File: config.mk
export PLATFORM = sky130hd
export DESIGN_NAME = pll_lock_supervisor
export DESIGN_NICKNAME = d
export VERILOG_FILES = /design/src/rtl/pll_lock_supervisor_pkg.sv /design/src/rtl/pll_lock_supervisor_sync_2ff.sv /design/src/rtl/pll_lock_supervisor.sv
export SDC_FILE = /design/constraint.sdc
export NUM_CORES = 1
export LEC_CHECK = 0
export ABC_AREA = 1
export ABC_CLOCK_PERIOD_IN_PS = 2300
export CAP_MARGIN = 20
export CORE_MARGIN = 4
export CORE_UTILIZATION = 46
export CTS_CLUSTER_DIAMETER = 200
export DETAILED_ROUTE_END_ITERATION = 8
export PLACE_DENSITY = 0.67
export SETUP_SLACK_MARGIN = 0.2
export SYNTH_ARGS = -nofsm -noshare
export SYNTH_HDL_FRONTEND = slang
export SYNTH_SLANG_ARGS = --single-unit
File: constraint.sdc
create_clock -name clk_25MHz -period 2.3 [get_ports clk_25MHz]
set_input_delay 0.23 -clock clk_25MHz [delete_from_list [all_inputs] [get_ports clk_25MHz]]
set_output_delay 0.23 -clock clk_25MHz [all_outputs]
set_load 0.01 [all_outputs]
File: src/rtl/pll_lock_supervisor_pkg.sv
// Shared definitions for the PLL lock supervisor: FSM state encodings and
// the sizing rule for its single cycle timer.
`timescale 1ns/1ps
package pll_lock_supervisor_pkg;

   typedef enum logic [1:0] {
      RST_PLL   = 2'd0,
      WAIT_LOCK = 2'd1,
      STABLE    = 2'd2,
      RUN       = 2'd3
   } sup_state_t;

   // Timer must hold as many distinct values as the longest of the three intervals.
   function automatic int timer_width(input int a, input int b, input int c);
      int m;
      m = (a > b) ? a : b;
      m = (m > c) ? m : c;
      return (m <= 2) ? 1 : $clog2(m);
   endfunction

endpackage

File: src/rtl/pll_lock_supervisor_sync_2ff.sv
// Generic two-flop bit synchronizer with a selectable reset value; used for
// any asynchronous status input entering the board-clock domain.
`timescale 1ns/1ps
module sync_2ff (
   input  logic clk,
   input  logic rstn,
   input  logic rst_val,
   input  logic d,
   output logic q
);

   logic meta_p0;
   logic sync_p1;

   always_ff @(posedge clk) begin
      if (!rstn) begin
         meta_p0 <= rst_val;
         sync_p1 <= rst_val;
      end else begin
         meta_p0 <= d;
         sync_p1 <= meta_p0;
      end
   end

   assign q = sync_p1;

endmodule

File: src/rtl/pll_lock_supervisor.sv
// Closes the loop around the PLL: pulses PLL RST, waits for a stable LOCK,
// releases the system reset, and re-sequences on any loss of lock.
`timescale 1ns/1ps
module pll_lock_supervisor
   import pll_lock_supervisor_pkg::*;
#(
   parameter int PLL_RST_CYCLES      = 25,
   parameter int LOCK_TIMEOUT_CYCLES = 250000,
   parameter int LOCK_STABLE_CYCLES  = 2500,
   parameter int CNT_W               = 8
) (
   input  logic             clk_25MHz,
   input  logic             rstn,
   input  logic             locked_async,
   input  logic             clear_stats,
   output logic             pll_rst,
   output logic             sys_rst_n,
   output logic             ready,
   output logic             timeout_err,
   output logic [CNT_W-1:0] lock_loss_cnt,
   output logic [CNT_W-1:0] timeout_cnt
);

   localparam int TMR_W = timer_width(PLL_RST_CYCLES, LOCK_TIMEOUT_CYCLES, LOCK_STABLE_CYCLES);

   // The timer starts at 0 on every state entry and counts down; a state's
   // interval ends when the timer reaches the negated (cycles-1) value.
   // STABLE ends one step earlier because the WAIT_LOCK cycle that saw
   // lock already counts toward the consecutive-lock window.
   localparam int STABLE_STEPS = (LOCK_STABLE_CYCLES >= 2) ? LOCK_STABLE_CYCLES - 2 : 0;
   localparam logic [TMR_W-1:0] RST_LAST    = TMR_W'(0 - (PLL_RST_CYCLES - 1));
   localparam logic [TMR_W-1:0] WAIT_LAST   = TMR_W'(0 - (LOCK_TIMEOUT_CYCLES - 1));
   localparam logic [TMR_W-1:0] STABLE_LAST = TMR_W'(0 - STABLE_STEPS);

   sup_state_t       state;
   logic [TMR_W-1:0] timer;
   logic             locked_s;

   function automatic logic [CNT_W-1:0] sat_inc(input logic [CNT_W-1:0] v);
      return (&v) ? v : v + CNT_W'(1);
   endfunction

   sync_2ff u_lock_sync (
      .clk     (clk_25MHz),
      .rstn    (rstn),
      .rst_val (1'b0),
      .d       (locked_async),
      .q       (locked_s)
   );

   always_ff @(posedge clk_25MHz) begin
      if (!rstn) begin
         state         <= RST_PLL;
         timer         <= '0;
         pll_rst       <= 1'b1;
         sys_rst_n     <= 1'b0;
         ready         <= 1'b0;
         timeout_err   <= 1'b0;
         lock_loss_cnt <= '0;
         timeout_cnt   <= '0;
      end else begin
         timer <= timer - 1'b1;
         case (state)
            RST_PLL: begin
               if (timer == RST_LAST) begin
                  state   <= WAIT_LOCK;
                  timer   <= '0;
                  pll_rst <= 1'b0;
               end
            end
            WAIT_LOCK: begin
               if (locked_s) begin
                  state <= STABLE;
                  timer <= '0;
               end else if (timer == WAIT_LAST) begin
                  state       <= RST_PLL;
                  timer       <= '0;
                  pll_rst     <= 1'b1;
                  timeout_err <= 1'b1;
                  timeout_cnt <= sat_inc(timeout_cnt);
               end
            end
            STABLE: begin
               if (!locked_s) begin
                  state <= WAIT_LOCK;
                  timer <= '0;
               end else if (timer == STABLE_LAST) begin
                  state     <= RUN;
                  timer     <= '0;
                  sys_rst_n <= 1'b1;
                  ready     <= 1'b1;
               end
            end
            RUN: begin
               if (!locked_s) begin
                  state         <= RST_PLL;
                  timer         <= '0;
                  pll_rst       <= 1'b1;
                  sys_rst_n     <= 1'b0;
                  ready         <= 1'b0;
                  lock_loss_cnt <= sat_inc(lock_loss_cnt);
               end
            end
            default: state <= RST_PLL;
         endcase
         // A clear wins over any increment in the same cycle.
         if (clear_stats) begin
            lock_loss_cnt <= '0;
            timeout_cnt   <= '0;
            timeout_err   <= 1'b0;
         end
      end
   end

endmodule

==> flow_summary.ini, run 1 <==
[grt]
grt_pass1_wl_um = 7200
grt_pass1_vias = 1691
track_usage = 0.147
grt_overflow = 0
grt_max_degree = 17
antenna_found_initial = 0

[setup_path]
cp.required_ps = 2470
cp.arrival_ps = 2000
start_kind = flop
rr_startpoint = timer[0]
ff2ff_path_depth = 9
cp_num_buf_inv = 1
critical_path.max_fanout = 5
path_cells = inv_1, ha_1, nor3b_2, nand2_1, nor2_2, nand2_1, nor2_1, xor2_1, nor2_1
crit_type = flop to flop
reg2reg_setup_slack_ps = 470
slowest_stage = dfxtp_1
max_stage_delay_ps = 330
rr_endpoint = timer[14]
end_kind = flop
path_delay_family = simple AND/OR/NAND/NOR gates

[clocking]
clock_latency_ps = 280
clock_path_buffers = 2
postCtsHoldBufs = 0
cts_tree = yes
clock-sinks = 41
clk_pin_slew_worst_paths_ps = 80
cts-root-buf = clkbuf_8
cts_buffers = 5
htree_levels = 2
postCtsSetupRepairBufs = 0
cts_resized = 0

[route]
via_per_inst = 4.82
wire_per_inst_um = 10.7
num_vias = 1864
ant_nets = 0
drtIter0Drc = 91
wl_um = 4140
drc = 0
dr.pass1.iters = 4

[hold_path]
min_path_cells = 2
worstHoldEndpoint = u_lock_sync.q
hp-start = u_lock_sync.meta_p0
hold_path.class = flop to flop

[timing]
slew_headroom = 0.657
drv_slew = 0
worstMarginPinSlew_ps = 512
clock_skew_ps = 6.39
rsz0062_at_grt = false
finalSetupViolCount = 0
setup_slack_ps = 474
period_share = 0.794
hold_viol_final = 0
setup_tns_ps = 0
fmax_ghz = 0.548
fin_crit_ps = 1830

[die]
dieArea_mm2 = 0.00586
fp-row-count = 24
start_util = 0.487
die_w_um = 76.6
ios = 24
die_h_um = 76.6
design.core.area_mm2 = 0.00444

[synth]
yosys.area.top_type_share = 0.379
synth_edf_count = 0
synth.net_count = 317
ys_ff_latch = 41
synthCells = 307
ys_async_sr_fraction = 0
yosysSeqAreaShare = 0.379
synth_ff_type = dfxtp_1
yosys_warnings = 0
synth_area_leaders = dfxtp_1 (38%), nor2_1 (11%), nand2_1 (11%)
syn-mean-instance-area_um2 = 7.05
synth.distinct_cells = 31
syn-cell-area_mm2 = 0.00216
yosys.area.top_type = dfxtp_1

[place]
port_buffers = 23
dp_hpwl_um = 3160
dp_slack_ps = 488
placed_area_mm2 = 0.00243
dp_cells = 379
place_congestion = 0.838

[pwr]
power.density_mw_per_mm2 = 857
peakVddDrop_mv = 0.708
power_w = 0.00216
p_leak_nw = 1.05

[flow_run]
maxCapViolations = 0

[finish]
fin_cells = 387
drive_gt1_frac = 0.0657
final_area_mm2 = 0.00252
syn2layout_area_growth_pct = 16.4
diodes = 0
fin_nets = 344

[status]
status = finished clean
## metal layers
| layer | up-vias | share of wire | track usage |
|---|---|---|---|
| met5 | - | 0 | 0 |
| met4 | 0 | 0.0043 | 0.0290 |
| met3 | 2 | 0.034 | 0.0378 |
| met2 | 20 | 0.47 | 0.259 |
| met1 | 821 | 0.49 | 0.179 |
| li1 | 1021 | - | - |
## stage by stage
| step | util | hold WS [ps] |
|---|---|---|
| 4_1_cts | 0.566 | 414 |
| 3_5_place_dp | 0.548 | 404 |
| 5_1_grt | 0.566 | 430 |
| 2_1_floorplan | - | 328 |
| 6_report | 0.566 | 412 |
| 3_3_place_gp | 0.548 | 402 |
## cell usage after synthesis (2+ instances only)
| master | n |
|---|---|
| nand2_1 | 61 |
| nor2_2 | 2 |
| nand2_4 | 3 |
| o21ai_0 | 6 |
| dfxtp_1 | 41 |
| nor2_1 | 64 |
| nand3_1 | 14 |
| inv_1 | 42 |
| nand4_1 | 10 |
| nor3_1 | 4 |
| ha_1 | 6 |
| xor2_1 | 13 |
| a21oi_1 | 15 |
| nor3_2 | 2 |
| xnor2_1 | 8 |
## area by class of cell
class	count	area (um^2)
flip-flops and latches	41	821
inverters	43	161
clock inverters	2	10.0
multi-input cells	219	1150
well taps	52	65.1
fillers	416	1930
repair buffers	24	238
clock buffers	6	72.6
## worst max path at each step
stage                  start         to  slack (ps)  depth (start not counted)
floorplan           timer[0]  timer[14]         720                          9
finish              timer[0]  timer[14]         470                          9
global placement    timer[0]  timer[14]         490                          9
detailed placement  timer[0]  timer[14]         490                          9
CTS                 timer[0]  timer[14]         460                          9
global route        timer[0]  timer[14]         290                          9
## worst register-to-register path: stages, from the launching register on
cell     delay (ps)
dfxtp_1         330
inv_1           140
ha_1            200
nor3b_2         280
nand2_1         160
nor2_2          180
nand2_1         100
nor2_1          120
xor2_1          160
nor2_1           60
## state kept, by name, summed over array words and instances (netlist names)
signal and cells:
u_lock_sync.meta_p0 1, state 2, u_lock_sync.q 1, timer 18, lock_loss_cnt 8, ready 1
timeout_cnt 8, pll_rst 1, timeout_err 1
## kinds of logic after synthesis
family | synth area share
buffers and inverters | 0.0891
DFF | 0.379
AOI/OAI and AO/OA | 0.0578
and+or+nand+nor | 0.354
xor gates and xnor gates | 0.0850
adders and majority gates | 0.0347
## power breakdown
group	leakage, nW	internal (W)	switching (W)	total (W)
clock	0.0450	0.000211	0.000242	0.000452
combinational	0.667	0.000303	0.000419	0.000722
sequential	0.334	0.000829	0.000154	0.000983
## placed cells by master (no fill, tap or decap), types with 2 or more instances in the layout
cell type | Yosys | routed
xnor2_1 | 8 | 8
nor3_1 | 4 | 4
dfxtp_1 | 41 | 41
o21ai_0 | 6 | 6
nor2_2 | 2 | 2
inv_1 | 42 | 42
nand2_1 | 61 | 61
clkbuf_8 | 0 | 5
nand4_1 | 10 | 10
clkdlybuf4s50_1 | 0 | 23
xor2_1 | 13 | 13
nand3_1 | 14 | 14
ha_1 | 6 | 6
nor3_2 | 2 | 2
a21oi_1 | 15 | 15
nand2_4 | 3 | 3
nor2_1 | 64 | 64
clkinv_2 | 0 | 2
No activity file was read; power rests on OpenSTA's default activity.
==> run 2, diff against run 1 <==
ABC_CLOCK_PERIOD_IN_PS = 1700   (was 2300)
clock period = 1.7 ns   (was 2.3 ns; I/O delays follow)
==> run 2 against run 1 <==
Net effect: clock-buffer cell count did not move; critical endpoint is now timer[1]; first-iteration DRC count rose by 2.2%; design area rose by 16%; non-clock buffer count rose by 19; clock skew rose by 1.2 ps; worst setup slack got worse by 350 ps; routed wire length rose by 22%; highest routed layer unchanged; power rose by 61%.
==> flow_summary.ini, run 2 (synthesis gave the netlist of run 1 again) <==
[status]
status = finished clean

[pwr]
power_w = 0.00348
peakVddDrop_mv = 1.03
p_leak_nw = 1.18
power.density_mw_per_mm2 = 1190

[finish]
top_register = timer
final_area_mm2 = 0.00291
fin_nets = 365
syn2layout_area_growth_pct = 34.6
reg.largest.list = timer: 18 flops, lock_loss_cnt: 8 flops, timeout_cnt: 8 flops
mostFrequentLayoutCell = nor2_1
diodes = 0
largest_reg_flops = 18
drive_gt1_frac = 0.242
fill_cells = 386
mostFrequentLayoutCells = nor2_1 (55), nand2_1 (51), inv_1 (38)

[route]
wl_um = 5050
num_vias = 2039
via_per_inst = 5.00
wire_per_inst_um = 12.4
drtIter0Drc = 93
dr.pass1.iters = 4
drc = 0
ant_nets = 0

[flow_run]
maxCapViolations = 0

[setup_path]
cp.required_ps = 1900
cp.arrival_ps = 1770
critical_path.max_fanout = 8
end_kind = flop
start_kind = flop
reg2reg_setup_slack_ps = 120
crit_type = flop to flop

[timing]
slew_headroom = 0.725
fin_crit_ps = 1580
period_share = 0.926
rsz0062_at_grt = true
clock_skew_ps = 7.60
hold_ws_ps = 388
worstMarginPinSlew_ps = 410
finalSetupViolCount = 0
drv_slew = 0
setup_tns_ps = 0
fmax_ghz = 0.635
hold_viol_final = 0

[grt]
grt_overflow = 0
grt_max_degree = 14
grt_pass1_vias = 1963
track_usage = 0.174
antenna_found_initial = 0
grt_pass1_wl_um = 8450

[hold_path]
hold_path.class = input pin to flop

[clocking]
cts-root-buf = clkbuf_8
htree_levels = 2
clk_pin_slew_worst_paths_ps = 80
clock_path_buffers = 2
cts_buffers = 5
clock_latency_ps = 300
clock-sinks = 41
cts_tree = yes

[die]
fp-row-count = 24
die_h_um = 76.6
ios = 24
start_util = 0.487
design.core.area_mm2 = 0.00444
dieArea_mm2 = 0.00586
die_w_um = 76.6

[place]
place_congestion = 0.826
dp_hpwl_um = 3290
port_buffers = 23
placed_area_mm2 = 0.00251
## run 2: cell count changes in the layout (fill, tap and decap cells not counted), moves of 3 or more
cell,delta
dfxtp_1,-9
ha_1,-5
nand2_1,-10
buf_4,+18
ha_4,+3
nand2_8,+3
inv_1,-4
nor2_1,-9
nor2_2,+8
dfxtp_2,+8
nand2_2,+10
## run 2: metrics by stage
stage,setup slack (ps),std cells,utilization
CTS,149,401,0.624
global route,11.9,408,0.655
global placement,10.6,387,0.564
detailed placement,19.0,387,0.564
finish,125,408,0.655
floorplan,169,307,-
## run 2: worst max-delay path, stage by stage, from the launching register on
cell and delay [ps]:
dfxtp_4 380, inv_6 80, ha_1 170, nand3b_1 120, nor2_2 140, nand2_1 90, nand2_2 70, nand2_2 60
nand2_4 110, nand2_8 90, nand2_8 100, nor2_1 50
## run 2: area by class of cell
| class | count | area (um^2) | share of cell area |
|---|---|---|---|
| clock buffer | 6 | 82.6 | 0.0284 |
| clock inverter | 2 | 37.5 | 0.0129 |
| inverter | 43 | 171 | 0.0589 |
| multi-input combinational | 221 | 1340 | 0.459 |
| sequential | 41 | 835 | 0.287 |
| tap | 52 | 65.1 | 0.0223 |
| timing repair buffer | 43 | 384 | 0.132 |
## run 2: repair_timing
action / CTS / global route
endpoints found under the setup margin: 26 / 39
cloned: 1 / 1
pin swaps: 11 / 22
resized for setup: 28 / 30
hold buffers: 0 / 0
setup buffers: 5 / 6
## run 2: where the power goes
part	internal, W	switching [W]	leakage (nW)
clock network	0.000478	0.000362	0.0574
registers	0.00113	0.000231	0.338
logic	0.000571	0.000709	0.783
## run 2: path summary, 6_finish.rpt
| kind | from | to | cells past startpoint |
|---|---|---|---|
| worst min-delay path | locked_async | u_lock_sync.meta_p0 | 3 |
| worst max-delay path | timer[0] | timer[1] | 11 |
| worst max register to register | timer[0] | timer[1] | 11 |
| worst min register to register | u_lock_sync.meta_p0 | u_lock_sync.q | 2 |
## run 2: routing by layer
| metal | GRT usage | part of all wire | up-vias | wire (um) |
|---|---|---|---|---|
| met5 | 0 | 0 | - | 0 |
| met4 | 0.0616 | 0.017 | 0 | 87 |
| met3 | 0.0390 | 0.033 | 10 | 167 |
| met2 | 0.309 | 0.51 | 29 | 2580 |
| met1 | 0.204 | 0.44 | 937 | 2210 |
| li1 | - | - | 1063 | - |
==> run 3, diff against run 2 <==
ABC_AREA = not set   (was 1)
PLACE_DENSITY = 0.68   (was 0.67)
==> run 3 against run 2 <==
Net effect: the run now ends with setup timing left; critical path depth fell by 1; sequential share of layout area decreased by 2.1 points; clock skew grew 0.55 ps; register-to-register slack got worse by 470 ps.
==> flow_summary.ini, run 3 <==
[synth]
synth.distinct_cells = 48
ys_async_sr_fraction = 0
synth_edf_count = 0
synth_ff_type = dfxtp_1
yosys.area.top_type_share = 0.411
syn-mean-instance-area_um2 = 9.01
yosys_warnings = 0
synth_area_leaders = dfxtp_1 (41%), nor2_1 (7.1%), xor2_1 (4.4%)
synth.net_count = 232
syn-cell-area_mm2 = 0.00200
ys_ff_latch = 41
synthCells = 222
yosysMostFrequentCell = dfxtp_1
yosys.area.top_type = dfxtp_1
synth.top_cells.by_count = dfxtp_1 (41), nor2_1 (38), nand3_1 (12), a21oi_1 (11), nand2_1 (11)
yosysSeqAreaShare = 0.411

[timing]
fin_crit_ps = 2040
drv_slew = 0
hold_ws_ps = 439
period_share = 1.20
finalSetupViolCount = 28
fmax_ghz = 0.489
setup_slack_ps = -345
hold_viol_final = 0
slew_headroom = 0.706
worstMarginPinSlew_ps = 436
clock_skew_ps = 8.14
rsz0062_at_grt = true

[setup_path]
cp_num_buf_inv = 4
path_cells = inv_2, buf_4, ha_1, nand4bb_1, nor3_1, a21boi_1, o31ai_4, buf_6, clkbuf_16, nor2_2
cp.arrival_ps = 2230
cp.required_ps = 1890
max_stage_delay_ps = 330
end_kind = flop
ff2ff_path_depth = 10
path_delay_family = buffers and inverters
slowest_stage = dfxtp_2
start_kind = flop
critical_path.max_fanout = 5
cp_num_cells = 10
crit_type = flop to flop

[pwr]
p_leak_nw = 1.28
p_int_w = 0.00268
p_sw_frac = 0.338
power_frac_clock = 0.228
power.density_mw_per_mm2 = 1270
p_seq_frac = 0.323
peakVddDrop_mv = 1.24
p_switching_w = 0.00137
power_frac_comb = 0.448
power_w = 0.00405

[route]
via_per_inst = 5.43
wl_um = 5230
drtIter0Drc = 68
wire_per_inst_um = 14.8
drc = 0
dr.pass1.iters = 4
ant_nets = 0
num_vias = 1921

[place]
port_buffers = 23
place_congestion = 0.813
dp_hpwl_um = 3390

[finish]
reg.largest.list = timer: 18 flops, lock_loss_cnt: 8 flops, timeout_cnt: 8 flops
mostFrequentLayoutCell = buf_4
largest_reg_flops = 18
fin_nets = 313
mostFrequentLayoutCells = buf_4 (49), dfxtp_1 (30), nor2_1 (23)
syn2layout_area_growth_pct = 58.8
diodes = 0
top_register = timer
drive_gt1_frac = 0.421

[die]
fp-row-count = 23
start_util = 0.486
dieArea_mm2 = 0.00547
ios = 24
die_w_um = 73.9
die_h_um = 73.9
design.core.area_mm2 = 0.00412

[status]
status = complete, but fails checks
violations = setup timing

[grt]
track_usage = 0.180
grt_max_degree = 19
antenna_found_initial = 0
grt_pass1_vias = 1763
grt_pass1_wl_um = 7800
grt_overflow = 0

[clocking]
clock_path_buffers = 2
clk_pin_slew_worst_paths_ps = 80
clock_latency_ps = 290
cts_tree = yes
postCtsHoldBufs = 0
cts_buffers = 5
htree_levels = 2
cts-root-buf = clkbuf_8
clock-sinks = 41

[hold_path]
min_path_cells = 1
hold_path.class = flop to flop

[flow_run]
maxCapViolations = 0
## run 3: final cells by class
class | instances | area (um^2)
clock buffers | 5 | 68.8
clock inverters | 3 | 65.1
fillers | 292 | 941
inverters | 6 | 25.0
multi-input cells | 167 | 1350
flip-flops and latches | 41 | 842
well taps | 50 | 62.6
repair buffers | 82 | 759
## run 3: path summary, 6_finish.rpt
check / start / end / slack (ps)
worst max-delay path: timer[1] / timer[9] / -340
worst min-delay path: u_lock_sync.meta_p0 / u_lock_sync.q / 440
worst max register to register: timer[1] / timer[9] / -340
worst min register to register: u_lock_sync.meta_p0 / u_lock_sync.q / 440
## run 3: cell families after synthesis
| logic type | after synthesis | share of synthesized area |
|---|---|---|
| AND/OR/NAND/NOR | 106 | 0.300 |
| flip-flops | 41 | 0.411 |
| AO/OA/AOI/OAI | 35 | 0.125 |
| XOR/XNOR | 19 | 0.0832 |
| buffers and inverters | 14 | 0.0394 |
| adder cells (fa/ha/maj) | 6 | 0.0375 |
| multiplexers | 1 | 0.00501 |
## run 3: timing repair
item	in CTS	in global routing
gates resized for setup	16	48
buffers inserted	4	7
pin swaps	7	10
setup endpoints to repair	35	40
gates cloned	0	3
## run 3: routing by layer
layer,up-vias,GRT usage,share of wire
met3,11,0.0338,0.033
met5,-,0,0
met2,32,0.316,0.53
met4,0,0.0704,0.020
met1,917,0.216,0.41
li1,961,-,-
## run 3: power groups by stage
stage	clock network, W	logic, W	registers (W)
6_report	0.000924	0.00181	0.00131
4_1_cts	0.000941	0.00151	0.00130
3_5_place_dp	0	0.00147	0.00132
5_1_grt	0.000973	0.00200	0.00133
3_3_place_gp	0	0.00145	0.00132
2_1_floorplan	0	0.000835	0.00128
## run 3: metrics by stage
stage | worst slack, ps | std cells | setup TNS [ps] | utilization | cell area [um^2]
2_1_floorplan | -146 | 222 | -1440 | - | 2090
3_3_place_gp | -154 | 332 | -1630 | 0.650 | 2680
3_5_place_dp | -197 | 332 | -2470 | 0.650 | 2680
4_1_cts | -169 | 344 | -2280 | 0.702 | 2890
5_1_grt | -436 | 354 | -9980 | 0.771 | 3170
6_report | -345 | 354 | -7250 | 0.771 | 3170
